### src/rtl/spi_pkg.sv
// Shared types and constants for the clocked-SS serial link initiator.
package spi_pkg;

  typedef enum logic [2:0] {
    IDLE     = 3'd0,
    SELECT   = 3'd1,
    CMD      = 3'd2,
    WR_SHIFT = 3'd3,
    WR_HOLD  = 3'd4,
    RD_SHIFT = 3'd5,
    GAP      = 3'd6
  } state_e;

  localparam logic       CMD_WR      = 1'b0;
  localparam logic       CMD_RD      = 1'b1;
  localparam int         DEF_WR_BITS = 10;
  localparam int         DEF_RD_BITS = 8;
  localparam logic [1:0] SS_IDLE     = 2'b11;
  localparam logic [1:0] SS_ACTIVE   = 2'b00;

  function automatic int max2(input int a, input int b);
    return (a > b) ? a : b;
  endfunction

endpackage

### src/rtl/spi_if.sv
// Command-side and link-side signals of the serial link initiator.
interface spi_if
  import spi_pkg::*;
#(
  parameter int WR_BITS = DEF_WR_BITS,
  parameter int RD_BITS = DEF_RD_BITS
) ();

  logic               start;
  logic               cmd_rd;
  logic [WR_BITS-1:0] wr_word;
  logic               MISO;
  logic [1:0]         SS_n;
  logic               MOSI;
  logic               busy;
  logic               done;
  logic               rd_valid;
  logic [RD_BITS-1:0] rd_data;

  modport master (
    input  start, cmd_rd, wr_word, MISO,
    output SS_n, MOSI, busy, done, rd_valid, rd_data
  );

  modport slave (
    output start, cmd_rd, wr_word, MISO,
    input  SS_n, MOSI, busy, done, rd_valid, rd_data
  );

endinterface

### src/rtl/spi_shifter.sv
// Frame shift register: parallel load, MSB-first serial out, LSB serial-in capture.
module spi_shifter #(
  parameter int W     = 11,
  parameter int CAP_W = 8
) (
  input  logic             clk,
  input  logic             rst_n,
  input  logic             load,
  input  logic [W-1:0]     load_val,
  input  logic             shift,
  input  logic             ser_in,
  output logic             ser_out,
  output logic [CAP_W-1:0] cap_word
);

  logic [W-1:0] sr_q, sr_d;

  always_comb begin
    sr_d = sr_q;
    if (load) begin
      sr_d = load_val;
    end else if (shift) begin
      sr_d = {sr_q[W-2:0], ser_in};
    end
  end

  always_ff @(posedge clk or negedge rst_n) begin
    if (!rst_n) begin
      sr_q <= '0;
    end else begin
      sr_q <= sr_d;
    end
  end

  assign ser_out  = sr_q[W-1];
  // Includes the bit being sampled this cycle so the final capture needs no extra edge.
  assign cap_word = {sr_q[CAP_W-2:0], ser_in};

endmodule

### src/rtl/spi_master.sv
// Initiator for the clocked-SS link: write and read frames, one bit per clk, all outputs registered.
module spi_master
  import spi_pkg::*;
#(
  parameter int WR_BITS    = DEF_WR_BITS,
  parameter int RD_BITS    = DEF_RD_BITS,
  parameter int GAP_CYCLES = 1
) (
  input  logic clk,
  input  logic rst_n,
  spi_if.master bus
);

  localparam int SH_W  = max2(WR_BITS, RD_BITS) + 1;
  localparam int CNT_W = $clog2(max2(max2(WR_BITS, RD_BITS), GAP_CYCLES) + 1);

  state_e             state_q, state_d;
  logic [CNT_W-1:0]   cnt_q, cnt_d;
  logic               cmd_q, cmd_d;
  logic [1:0]         ss_q, ss_d;
  logic               mosi_q, mosi_d;
  logic               busy_q, busy_d;
  logic               done_q, done_d;
  logic               rd_valid_q, rd_valid_d;
  logic [RD_BITS-1:0] rd_data_q, rd_data_d;

  logic               sh_load, sh_shift, sh_out;
  logic [SH_W-1:0]    sh_load_val;
  logic [RD_BITS-1:0] sh_cap;

  spi_shifter #(
    .W     (SH_W),
    .CAP_W (RD_BITS)
  ) u_shifter (
    .clk      (clk),
    .rst_n    (rst_n),
    .load     (sh_load),
    .load_val (sh_load_val),
    .shift    (sh_shift),
    .ser_in   (bus.MISO),
    .ser_out  (sh_out),
    .cap_word (sh_cap)
  );

  always_comb begin
    sh_load_val                      = '0;
    sh_load_val[SH_W-1]              = bus.cmd_rd;
    sh_load_val[SH_W-2 -: WR_BITS]   = bus.wr_word;
  end

  // Outputs are computed for the state being entered, so they register alongside it.
  always_comb begin
    state_d    = state_q;
    cmd_d      = cmd_q;
    mosi_d     = 1'b0;
    done_d     = 1'b0;
    rd_valid_d = 1'b0;
    rd_data_d  = rd_data_q;
    sh_load    = 1'b0;
    sh_shift   = 1'b0;

    case (state_q)
      IDLE: begin
        if (bus.start) begin
          state_d = SELECT;
          cmd_d   = bus.cmd_rd;
          sh_load = 1'b1;
        end
      end
      SELECT: begin
        state_d  = CMD;
        mosi_d   = sh_out;
        sh_shift = 1'b1;
      end
      CMD: begin
        if (cmd_q == CMD_RD) begin
          state_d = RD_SHIFT;
        end else begin
          state_d  = WR_SHIFT;
          mosi_d   = sh_out;
          sh_shift = 1'b1;
        end
      end
      WR_SHIFT: begin
        if (cnt_q == CNT_W'(WR_BITS - 1)) begin
          state_d = WR_HOLD;
        end else begin
          mosi_d   = sh_out;
          sh_shift = 1'b1;
        end
      end
      WR_HOLD: begin
        state_d = GAP;
        done_d  = 1'b1;
      end
      RD_SHIFT: begin
        sh_shift = 1'b1;
        if (cnt_q == CNT_W'(RD_BITS - 1)) begin
          state_d    = GAP;
          done_d     = 1'b1;
          rd_valid_d = 1'b1;
          rd_data_d  = sh_cap;
        end
      end
      GAP: begin
        // A start seen in the final gap cycle launches the next frame directly,
        // keeping the SS_n-high spacing at exactly GAP_CYCLES.
        if (cnt_q == CNT_W'(GAP_CYCLES - 1)) begin
          if (bus.start) begin
            state_d = SELECT;
            cmd_d   = bus.cmd_rd;
            sh_load = 1'b1;
          end else begin
            state_d = IDLE;
          end
        end
      end
      default: begin
        state_d   = IDLE;
        cmd_d     = 1'b0;
        rd_data_d = '0;
      end
    endcase

    if (state_d != state_q) begin
      cnt_d = '0;
    end else if (cnt_q != {CNT_W{1'b1}}) begin
      cnt_d = cnt_q + 1'b1;
    end else begin
      cnt_d = cnt_q;
    end

    case (state_d)
      SELECT, CMD, WR_SHIFT, WR_HOLD, RD_SHIFT: ss_d = SS_ACTIVE;
      default:                                  ss_d = SS_IDLE;
    endcase

    busy_d = (state_d != IDLE);
  end

  always_ff @(posedge clk or negedge rst_n) begin
    if (!rst_n) begin
      state_q    <= IDLE;
      cnt_q      <= '0;
      cmd_q      <= 1'b0;
      ss_q       <= SS_IDLE;
      mosi_q     <= 1'b0;
      busy_q     <= 1'b0;
      done_q     <= 1'b0;
      rd_valid_q <= 1'b0;
      rd_data_q  <= '0;
    end else begin
      state_q    <= state_d;
      cnt_q      <= cnt_d;
      cmd_q      <= cmd_d;
      ss_q       <= ss_d;
      mosi_q     <= mosi_d;
      busy_q     <= busy_d;
      done_q     <= done_d;
      rd_valid_q <= rd_valid_d;
      rd_data_q  <= rd_data_d;
    end
  end

  assign bus.SS_n     = ss_q;
  assign bus.MOSI     = mosi_q;
  assign bus.busy     = busy_q;
  assign bus.done     = done_q;
  assign bus.rd_valid = rd_valid_q;
  assign bus.rd_data  = rd_data_q;

endmodule

### src/flat_wrapper.sv
// flat-port wrapper written by rule: the top's interface ports become plain ports
module spi_master_flat import spi_pkg::*;
#(
  parameter int WR_BITS    = DEF_WR_BITS,
  parameter int RD_BITS    = DEF_RD_BITS,
  parameter int GAP_CYCLES = 1
)
  (clk, rst_n, bus_start, bus_cmd_rd, bus_wr_word, bus_MISO, bus_SS_n, bus_MOSI, bus_busy, bus_done, bus_rd_valid, bus_rd_data);
  spi_if #(.WR_BITS(WR_BITS), .RD_BITS(RD_BITS)) bus_i ();
  input  logic clk;
  input  logic rst_n;
  input wire logic [$bits(bus_i.start)-1:0] bus_start;
  input wire logic [$bits(bus_i.cmd_rd)-1:0] bus_cmd_rd;
  input wire logic [$bits(bus_i.wr_word)-1:0] bus_wr_word;
  input wire logic [$bits(bus_i.MISO)-1:0] bus_MISO;
  output wire logic [$bits(bus_i.SS_n)-1:0] bus_SS_n;
  output wire logic [$bits(bus_i.MOSI)-1:0] bus_MOSI;
  output wire logic [$bits(bus_i.busy)-1:0] bus_busy;
  output wire logic [$bits(bus_i.done)-1:0] bus_done;
  output wire logic [$bits(bus_i.rd_valid)-1:0] bus_rd_valid;
  output wire logic [$bits(bus_i.rd_data)-1:0] bus_rd_data;
  assign bus_i.start = bus_start;
  assign bus_i.cmd_rd = bus_cmd_rd;
  assign bus_i.wr_word = bus_wr_word;
  assign bus_i.MISO = bus_MISO;
  assign bus_SS_n = bus_i.SS_n;
  assign bus_MOSI = bus_i.MOSI;
  assign bus_busy = bus_i.busy;
  assign bus_done = bus_i.done;
  assign bus_rd_valid = bus_i.rd_valid;
  assign bus_rd_data = bus_i.rd_data;
  spi_master #(.WR_BITS(WR_BITS), .RD_BITS(RD_BITS), .GAP_CYCLES(GAP_CYCLES)) u_core (.clk(clk), .rst_n(rst_n), .bus(bus_i));
endmodule
### config.mk
export PLATFORM = sky130hd
export DESIGN_NAME = spi_master_flat
export DESIGN_NICKNAME = d
export VERILOG_FILES = /design/src/rtl/spi_pkg.sv /design/src/rtl/spi_if.sv /design/src/rtl/spi_shifter.sv /design/src/rtl/spi_master.sv /design/src/flat_wrapper.sv
export SDC_FILE = /design/constraint.sdc
export NUM_CORES = 1
export LEC_CHECK = 0
export ABC_CLOCK_PERIOD_IN_PS = 3700
export BUFFER_PORTS_ARGS = -buffer_cell sky130_fd_sc_hd__buf_2
export CORE_ASPECT_RATIO = 1.1
export CORE_MARGIN = 3
export CORE_UTILIZATION = 50
export DETAILED_ROUTE_END_ITERATION = 8
export PLACE_DENSITY = 0.78
export SLEW_MARGIN = 10
export SYNTH_ARGS = -nofsm -noshare
export SYNTH_HDL_FRONTEND = slang
export SYNTH_SLANG_ARGS = --single-unit
### constraint.sdc
create_clock -name clk -period 3.7 [get_ports clk]
set_input_delay 0.185 -clock clk [delete_from_list [all_inputs] [get_ports clk]]
set_output_delay 0.185 -clock clk [all_outputs]
set_load 0.05 [all_outputs]
## Word-level counts from Yosys, hierarchy flattened

Index checks and enable logic that the tools add are counted.

- Bitwise gates (word level): 2
- Reductions and logical operators: 11
- Multiplexer cells: 29
- Add/sub/neg operators: 1
- Equality and inequality tests: 17

Operators with widths:

| kind | count |
|---|---|
| $mux W11 | 2 |
| $pmux W3 S7 | 1 |
| $pmux W8 S2 | 1 |
| $eq A3 B3 Y1 const B | 5 |
| $mux W3 | 5 |
| $eq A3 B2 Y1 const B | 4 |
| $mux W1 | 11 |
| $reduce_or A5 Y1 | 2 |
| $pmux W1 S3 | 3 |
| $mux W4 | 2 |
| $mux W8 | 1 |
| $eq A3 B1 Y1 const B | 2 |
| $reduce_or A6 Y1 | 1 |
| $add A4 B1 Y4 const B | 1 |
| $eq A4 B3 Y1 const B | 1 |
| $eq A4 B4 Y1 const B | 1 |
| $logic_not A4 Y1 | 1 |
| $ne A2 B1 Y1 const B | 2 |
| $ne A4 B4 Y1 const B | 1 |
| $pmux W1 S2 | 2 |
| $reduce_and A2 Y1 | 2 |
| $reduce_bool A2 Y1 | 2 |
| $logic_not A3 Y1 | 1 |
| $ne A3 B3 Y1 | 1 |
| other kinds (4) | 5 |

- Input bits: 15
- Output and inout bits: 14
- Logic and storage cells: 70
- Register bits after elaboration: 33

## Logic depth before layout (Yosys ltp)

Gate-level depths: netlist of run 1.

- Word-level depth: 6
- Mapped depth: 8
- Depth with buffers taken out: 6

## Cells and area by module

From an unflattened synthesis of run 1, not the netlist that was laid out.

- Cells, all modules: 166
- Area, all modules: 1,706.6 um^2

By module, submodules not included:

| module | cells an instance | instances | sequential area each (um^2) | area an instance (um^2) |
|---|---|---|---|---|
| spi_master | 111 | 1 | 526.8 | 1,143.6 |
| spi_shifter | 55 | 1 | 275.3 | 563.0 |

## Least setup slack after synthesis of run 1

No wires, ideal clock.

- Kind: reg2reg
- Start point: register u_core.cnt_q[0]
- End point: register u_core.u_shifter.sr_q[1]
- Setup time: 125 ps
- Stages on the path, launching flop included: 8
- Data required time: 3,575 ps
- Path buffers: 1
- Arrival: 1,801 ps
- Clock period less this slack: 1,926 ps
- Path slack: 1,774 ps
- Cells stage by stage: dfrtp_1 inv_1 ha_1 nor3b_4 o2111ai_4 buf_6 mux2_4 mux2_4

- Cells in the longest elaborated chain, start to end: 4
- Elaborated cells between the ends (all ways): 8
- Those cells by class: eq/ne: 1; mux: 5; reduce/logical: 2

RTL lines:

| element | line | RTL |
|---|---|---|
| from (decl) | spi_master.sv:18 | `logic [CNT_W-1:0] cnt_q, cnt_d;` |
| from (signal assigned) | spi_master.sv:154 | `cnt_q <= cnt_d;` |
| $eq A4 B4 Y1 or $logic_not A4 Y1 (tied branches) | spi_master.sv:85, spi_master.sv:108 |  |
| $mux W1, on equally long branches | spi_master.sv:85, spi_master.sv:108 |  |
| $pmux W1 S3 or $pmux W1 S2 (tied branches) | spi_master.sv:62 | `case (state_q)` |
| $reduce_bool A2 Y1 (no source line) or $mux W11 (tied branches) | -- |  |
| to (signal assigned) | spi_shifter.sv:31 | `sr_q <= sr_d;` |
| to (decl) | spi_shifter.sv:16 | `logic [W-1:0] sr_q, sr_d;` |

Parallel ways exist; a longest one is shown, timed or not.
A chain may end at the register's enable or synchronous reset.

## Worst setup path in the final report of run 1

- Start point: register u_core.cnt_q[0]
- End point: register u_core.u_shifter.sr_q[3]

The elaborated chain is that of the path after synthesis.

==> flow_metrics.env, run 1 <==
export IMPL_outcome="completed"
export IMPL_fp_dieH_microns=67.0
export IMPL_synth_top_cells_by_area="dfrtp_1 (46%), mux2_4 (16%), a22o_1 (4.1%), ha_1 (2.2%), buf_6 (2.0%)"
export IMPL_cts_buffer_depth=2
export IMPL_grt_use_met1=0.224
export IMPL_wl_per_cell_microns=16.5
export IMPL_path_max_fanout=13
export IMPL_drive_above_1_share=0.404
export IMPL_tightest_slew_ns=0.811
export IMPL_num_rows=21
export IMPL_die_area_sq_um=4120
export IMPL_gp_congestion=0.873
export IMPL_fmax_mhz=401
export IMPL_cts_tree="built"
export IMPL_required_ns=3.94
export IMPL_seq_area_frac_synth=0.474
export IMPL_final_max_slew_viol_count=0
export IMPL_cts_max_level=2
export IMPL_antenna_found_initial=0
export IMPL_io_pin_count=29
export IMPL_setup_tns_ns=0
export IMPL_ant_nets=0
export IMPL_drt_iter0_markers=55
export IMPL_cellLeakagePower_nw=0.934
export IMPL_worst_r2r_endpoint="u_core.u_shifter.sr_q[3]"
export IMPL_antenna_cells=0
export IMPL_drt_first_pass_iters=4
export IMPL_setup_viol_count_final=0
export IMPL_synth_warnings=0
export IMPL_num_nets_final=178
export IMPL_hold_viol=0
export IMPL_reg2reg_from="u_core.cnt_q[0]"
export IMPL_post_route_min_period_ns=2.50
export IMPL_postCtsSetupBuffers=0
export IMPL_dp_hpwl_microns=2270
export IMPL_die_w_microns=61.4
export IMPL_syn_area_sq_um=1690
export IMPL_hold_class="input pin to flop"
export IMPL_peakVddDrop_v=0.000307
export IMPL_post_cts_resized=0
export IMPL_arrival_ns=2.73
export IMPL_drc=0
export IMPL_via_count=1136
export IMPL_synth_ff_type="dfrtp_1"
export IMPL_cts_root_buf="clkbuf_4"
export IMPL_rsz0062_at_grt="no"
export IMPL_yosys_cell_types_count=46
export IMPL_total_power_mw=1.63
export IMPL_grt_overflow=0
export IMPL_r2r_slack_ns=1.20
export IMPL_reg2reg_depth=6
export IMPL_whs_path_depth=3
export IMPL_crit_type="flop to flop"
export IMPL_place_port_buffers=28
export IMPL_yosys_area_top_type="dfrtp_1"
export IMPL_synth_async_reset_ratio=1.00
export IMPL_min_to="u_core.cmd_q"
export IMPL_hp_start="bus_cmd_rd"
export IMPL_synthesis_nets=150
export IMPL_syn_instance_count=132
export IMPL_grt_util_met3=0.0640
export IMPL_fin_worst_skew_ns=0.00989
export IMPL_synth_top_area_share=0.459
export IMPL_power_density_nw_per_um2=870
export IMPL_num_fill_cells=260
export IMPL_setup_slack_ns=1.20
export IMPL_grt_max_degree=33
export IMPL_syn_avg_cell_area_sq_um=12.8
export IMPL_grt_pass1_vias=1149
export IMPL_clkTransAtPathRegs_ns=0.10
export IMPL_maxCapViolCount=0
export IMPL_busiest_layer="met2"
export IMPL_grt_use_met2=0.259
export IMPL_areaGrowthSynthToFinish_pct=11.2
export IMPL_layout_common_cells="dfrtp_1 (31), buf_2 (28), mux2_4 (18)"
export IMPL_synth_seq_cells=32
export IMPL_critPathLaunchType="flop"
export IMPL_grt_usage=0.173
export IMPL_synth_edf_count=0
export IMPL_endpoint_kind="flop"
export IMPL_cts_sinks=32
export IMPL_place_ws_ns=1.19
export IMPL_clkLatencyLatePin_ns=0.34
export IMPL_core_sq_um=3150
export IMPL_fin_crit_sh=0.675
export IMPL_via_per_inst=5.83
export IMPL_final_common_cell="dfrtp_1"
export IMPL_start_util=0.536
export IMPL_slew_headroom=0.458
export IMPL_grt_pass1_wl_microns=5190
export IMPL_finalWirelength_microns=3210
export IMPL_cts_buffers=5
## sequential cells by signal, indices dropped and copies added (netlist names), 3 cells and up
register,flops
u_core.bus.rd_data,8
u_core.cnt_q,4
u_core.state_q,3
u_core.u_shifter.sr_q,11
## stage by stage
stage	std cells	utilization	hold slack (ns)	instance area, sq um
after floorplan	132	-	-0.111	1690
after global placement	186	0.575	0.262	1810
after detailed placement	186	0.575	0.271	1810
after CTS	195	0.596	0.0790	1880
after global routing	195	0.596	0.0689	1880
final	195	0.596	0.0801	1880
## cells in the mapped netlist, types with 4 or more instances
cell type and count:
dfrtp_1 31, nand3_1 4, o21ai_0 4, nor2_1 4, mux2_4 18, a22o_1 8, nand2_1 5
## cell type report
| class | instances | area, sq um | share of cell area |
|---|---|---|---|
| Clock inverter | 3 | 18.8 | 0.00999 |
| Clock buffer | 5 | 37.5 | 0.0200 |
| Inverter | 3 | 11.3 | 0.00599 |
| Timing Repair Buffer | 29 | 150 | 0.0799 |
| Tap cell | 34 | 42.5 | 0.0226 |
| Multi-Input combinational cell | 89 | 817 | 0.435 |
| Sequential cell | 32 | 802 | 0.427 |
## worst max-delay path by stage
stage                    start                        to  slack, ns
2_1_floorplan  u_core.cnt_q[0]  u_core.u_shifter.sr_q[1]       1.77
3_3_place_gp   u_core.cnt_q[0]  u_core.u_shifter.sr_q[1]       1.33
3_5_place_dp   u_core.cnt_q[0]  u_core.u_shifter.sr_q[3]       1.19
4_1_cts        u_core.cnt_q[0]  u_core.u_shifter.sr_q[3]       1.18
5_1_grt        u_core.cnt_q[0]  u_core.u_shifter.sr_q[3]       1.03
6_report       u_core.cnt_q[0]  u_core.u_shifter.sr_q[3]       1.20
## metal layers
layer | share of wire | wire length (microns)
met5 | 0 | 0
met4 | 0.016 | 51
met3 | 0.045 | 143
met2 | 0.47 | 1520
met1 | 0.47 | 1500
## what timing repair did
item,CTS,global route
hold buffers,1,0
hold endpoints to repair,31,0
setup endpoints to repair,0,0
## kinds of logic (layout without fill, tap and decap cells)
kind of cell	count (synthesis)	in the layout	synth area share
compound gates	32	32	0.154
xor+xnor	1	1	0.00518
fa+ha+maj	3	3	0.0222
buf+inv	11	40	0.0422
flops	32	32	0.474
mux	22	22	0.186
simple gates	31	31	0.116
## power breakdown
group / internal (mW) / switching [mW]
Clock: 0.0728 / 0.126
Combinational: 0.450 / 0.381
Sequential: 0.471 / 0.133
Total: 0.993 / 0.641
## critical path: stages (launching register included)
cell and delay [ns]:
dfrtp_1 0.46, inv_1 0.07, ha_1 0.20, nor3b_4 0.17
o2111ai_4 0.55, o211ai_2 0.51, mux2_4 0.43
Power figures use the tool's default switching activity.
==> run 2: changes to the inputs <==
--- a/config.mk
+++ b/config.mk
@@ -5,7 +5,7 @@
 export SDC_FILE = /design/constraint.sdc
 export NUM_CORES = 1
 export LEC_CHECK = 0
-export ABC_CLOCK_PERIOD_IN_PS = 3700
+export ABC_CLOCK_PERIOD_IN_PS = 2450
 export BUFFER_PORTS_ARGS = -buffer_cell sky130_fd_sc_hd__buf_2
 export CORE_ASPECT_RATIO = 1.1
 export CORE_MARGIN = 3
==> constraint.sdc (replaced) <==
create_clock -name clk -period 2.45 [get_ports clk]
set_input_delay 0.1225 -clock clk [delete_from_list [all_inputs] [get_ports clk]]
set_output_delay 0.1225 -clock clk [all_outputs]
set_load 0.05 [all_outputs]
==> run 2 against run 1 <==
Against the previous run:
- global-route usage is 0.53 points higher
- clock power rose by 71%
- sequential cell count did not move
- sequential share of layout area decreased by 0.97 points
- largest power group unchanged
- routed wire length grew 4.2%
- clock skew fell by 0.0015 ns
- non-clock buffer count grew 3
- final cell count rose by 1.5%
- highest routed layer unchanged
- cell area is 2.3% higher
- worst hold slack worse by 0.054 ns
- combinational power up 60%
- die area stayed put
==> flow_metrics.env, run 2 (synthesis results as in run 1) <==
export IMPL_outcome="completed"
export IMPL_tightest_slew_ns=0.709
export IMPL_via_per_inst=5.84
export IMPL_gp_congestion=0.935
export IMPL_intPower_mw=1.59
export IMPL_final_max_slew_viol_count=0
export IMPL_path_max_fanout=9
export IMPL_drc=0
export IMPL_cts_root_buf="clkbuf_4"
export IMPL_slew_headroom=0.527
export IMPL_p_switching_mw=0.973
export IMPL_die_w_microns=61.4
export IMPL_fmax_mhz=438
export IMPL_crit_type="flop to flop"
export IMPL_critPathLaunchType="flop"
export IMPL_critPathMostFrequentCell="mux2_4"
export IMPL_critical_path_slowest_cell="dfrtp_1"
export IMPL_post_route_min_period_ns=2.28
export IMPL_setup_tns_ns=0
export IMPL_cellLeakagePower_nw=0.951
export IMPL_drt_first_pass_iters=4
export IMPL_required_ns=2.66
export IMPL_utilization=0.610
export IMPL_hold_class="input pin to flop"
export IMPL_start_util=0.536
export IMPL_die_area_sq_um=4120
export IMPL_grt_usage=0.179
export IMPL_clkTransAtPathRegs_ns=0.10
export IMPL_largest_reg_flops=11
export IMPL_core_sq_um=3150
export IMPL_comb_power_share=0.520
export IMPL_max_stage_delay_ns=0.46
export IMPL_final_common_cell="dfrtp_1"
export IMPL_hold_viol=0
export IMPL_areaGrowthSynthToFinish_pct=13.8
export IMPL_via_count=1156
export IMPL_fin_worst_skew_ns=0.00840
export IMPL_cts_max_level=2
export IMPL_drive_above_1_share=0.409
export IMPL_grt_pass1_vias=1159
export IMPL_num_fill_cells=250
export IMPL_place_port_buffers=28
export IMPL_cts_buffers=5
export IMPL_dp_hpwl_microns=2340
export IMPL_layout_common_cells="dfrtp_1 (31), buf_2 (28), mux2_4 (18)"
export IMPL_grt_overflow=0
export IMPL_grt_pass1_wl_microns=5380
export IMPL_p_seq_frac=0.347
export IMPL_arrival_ns=2.50
export IMPL_drt_iter0_markers=30
export IMPL_cp_cell_sequence="inv_1 > ha_1 > nor3b_4 > o2111ai_4 > buf_4 > mux2_4 > mux2_4"
export IMPL_swShare=0.380
export IMPL_wl_per_cell_microns=16.9
export IMPL_rsz0062_at_grt="no"
export IMPL_fin_crit_sh=0.932
export IMPL_cts_buffer_depth=2
export IMPL_num_rows=21
export IMPL_peakVddDrop_v=0.000588
export IMPL_num_nets_final=181
export IMPL_maxCapViolCount=0
export IMPL_clkLatencyLatePin_ns=0.33
export IMPL_endpoint_kind="flop"
export IMPL_setup_viol_count_final=0
export IMPL_place_ws_ns=0.120
export IMPL_setup_slack_ns=0.168
export IMPL_power_density_nw_per_um2=1330
export IMPL_ant_nets=0
export IMPL_grt_max_degree=33
export IMPL_p_clk_frac=0.133
export IMPL_regMostFlops="u_core.u_shifter.sr_q"
export IMPL_finalWirelength_microns=3350
export IMPL_io_pin_count=29
export IMPL_antenna_cells=0
export IMPL_cts_sinks=32
export IMPL_fp_dieH_microns=67.0
export IMPL_antenna_found_initial=0
export IMPL_total_power_mw=2.56
export IMPL_postCtsSetupBuffers=0
export IMPL_cts_tree="built"
==> run 2: cell types whose count changed in the layout (fill, tap and decap cells not counted) <==
cell / delta
clkinv_2: -2
buf_4: +3
o211ai_4: +1
clkbuf_8: +2
clkinv_4: -1
o211ai_2: -1
clkbuf_1: +1
==> run 2: cell type report <==
type | instances | area [sq um] | area share
Sequential cell | 32 | 802 | 0.417
Tap cell | 34 | 42.5 | 0.0221
Clock buffer | 8 | 68.8 | 0.0358
Inverter | 3 | 11.3 | 0.00586
Multi-Input combinational cell | 89 | 826 | 0.429
Timing Repair Buffer | 32 | 173 | 0.0898
==> run 2: repair_timing <==
action	in CTS	in global routing
endpoints found under the setup margin	0	10
endpoints found under the hold margin	31	0
resized for setup	0	1
hold buffers	1	0
==> run 2: critical path, delay by kind of cell, from the launching register on <==
family / cells / cell delay [ns]
simple gates: 1 / 0.18
fa+ha+maj: 1 / 0.21
flops: 1 / 0.46
buf+inv: 2 / 0.33
compound gates: 1 / 0.44
mux: 2 / 0.56
==> run 2: worst paths after layout <==
kind	start	to	slack, ns	depth (start not counted)
hold / removal	bus_cmd_rd	u_core.cmd_q	0.03	3
max in group asynchronous	rst_n	u_core.bus.rd_data[4]	1.62	2
setup reg to reg	u_core.cnt_q[0]	u_core.u_shifter.sr_q[2]	0.17	7
setup / recovery	u_core.cnt_q[0]	u_core.u_shifter.sr_q[2]	0.17	7
hold reg to reg	u_core.bus.rd_data[3]	u_core.bus.rd_data[3]	0.50	1
min in group asynchronous	rst_n	u_core.cmd_q	0.37	2
==> run 2: power groups by stage <==
stage,registers (mW),clock network (mW),logic [mW]
6_report,0.889,0.341,1.33
5_1_grt,0.912,0.374,1.44
4_1_cts,0.884,0.351,1.32
3_5_place_dp,0.891,0,1.32
3_3_place_gp,0.881,0,1.26
2_1_floorplan,0.894,0,1.12
==> run 2: per-stage QoR <==
stage | std cells | cell area, sq um | hold WS (ns)
3_5_place_dp | 189 | 1840 | 0.212
2_1_floorplan | 132 | 1690 | -0.173
5_1_grt | 198 | 1920 | 0.0296
4_1_cts | 198 | 1910 | 0.0209
6_report | 198 | 1920 | 0.0259
3_3_place_gp | 189 | 1840 | 0.205
==> run 2: routing by layer <==
layer | global-route usage | up-vias | part of all wire
li1 | - | 554 | -
met3 | 0.0562 | 6 | 0.051
met2 | 0.258 | 34 | 0.47
met5 | 0 | - | 0
met4 | 0.0928 | 0 | 0.013
met1 | 0.236 | 562 | 0.46
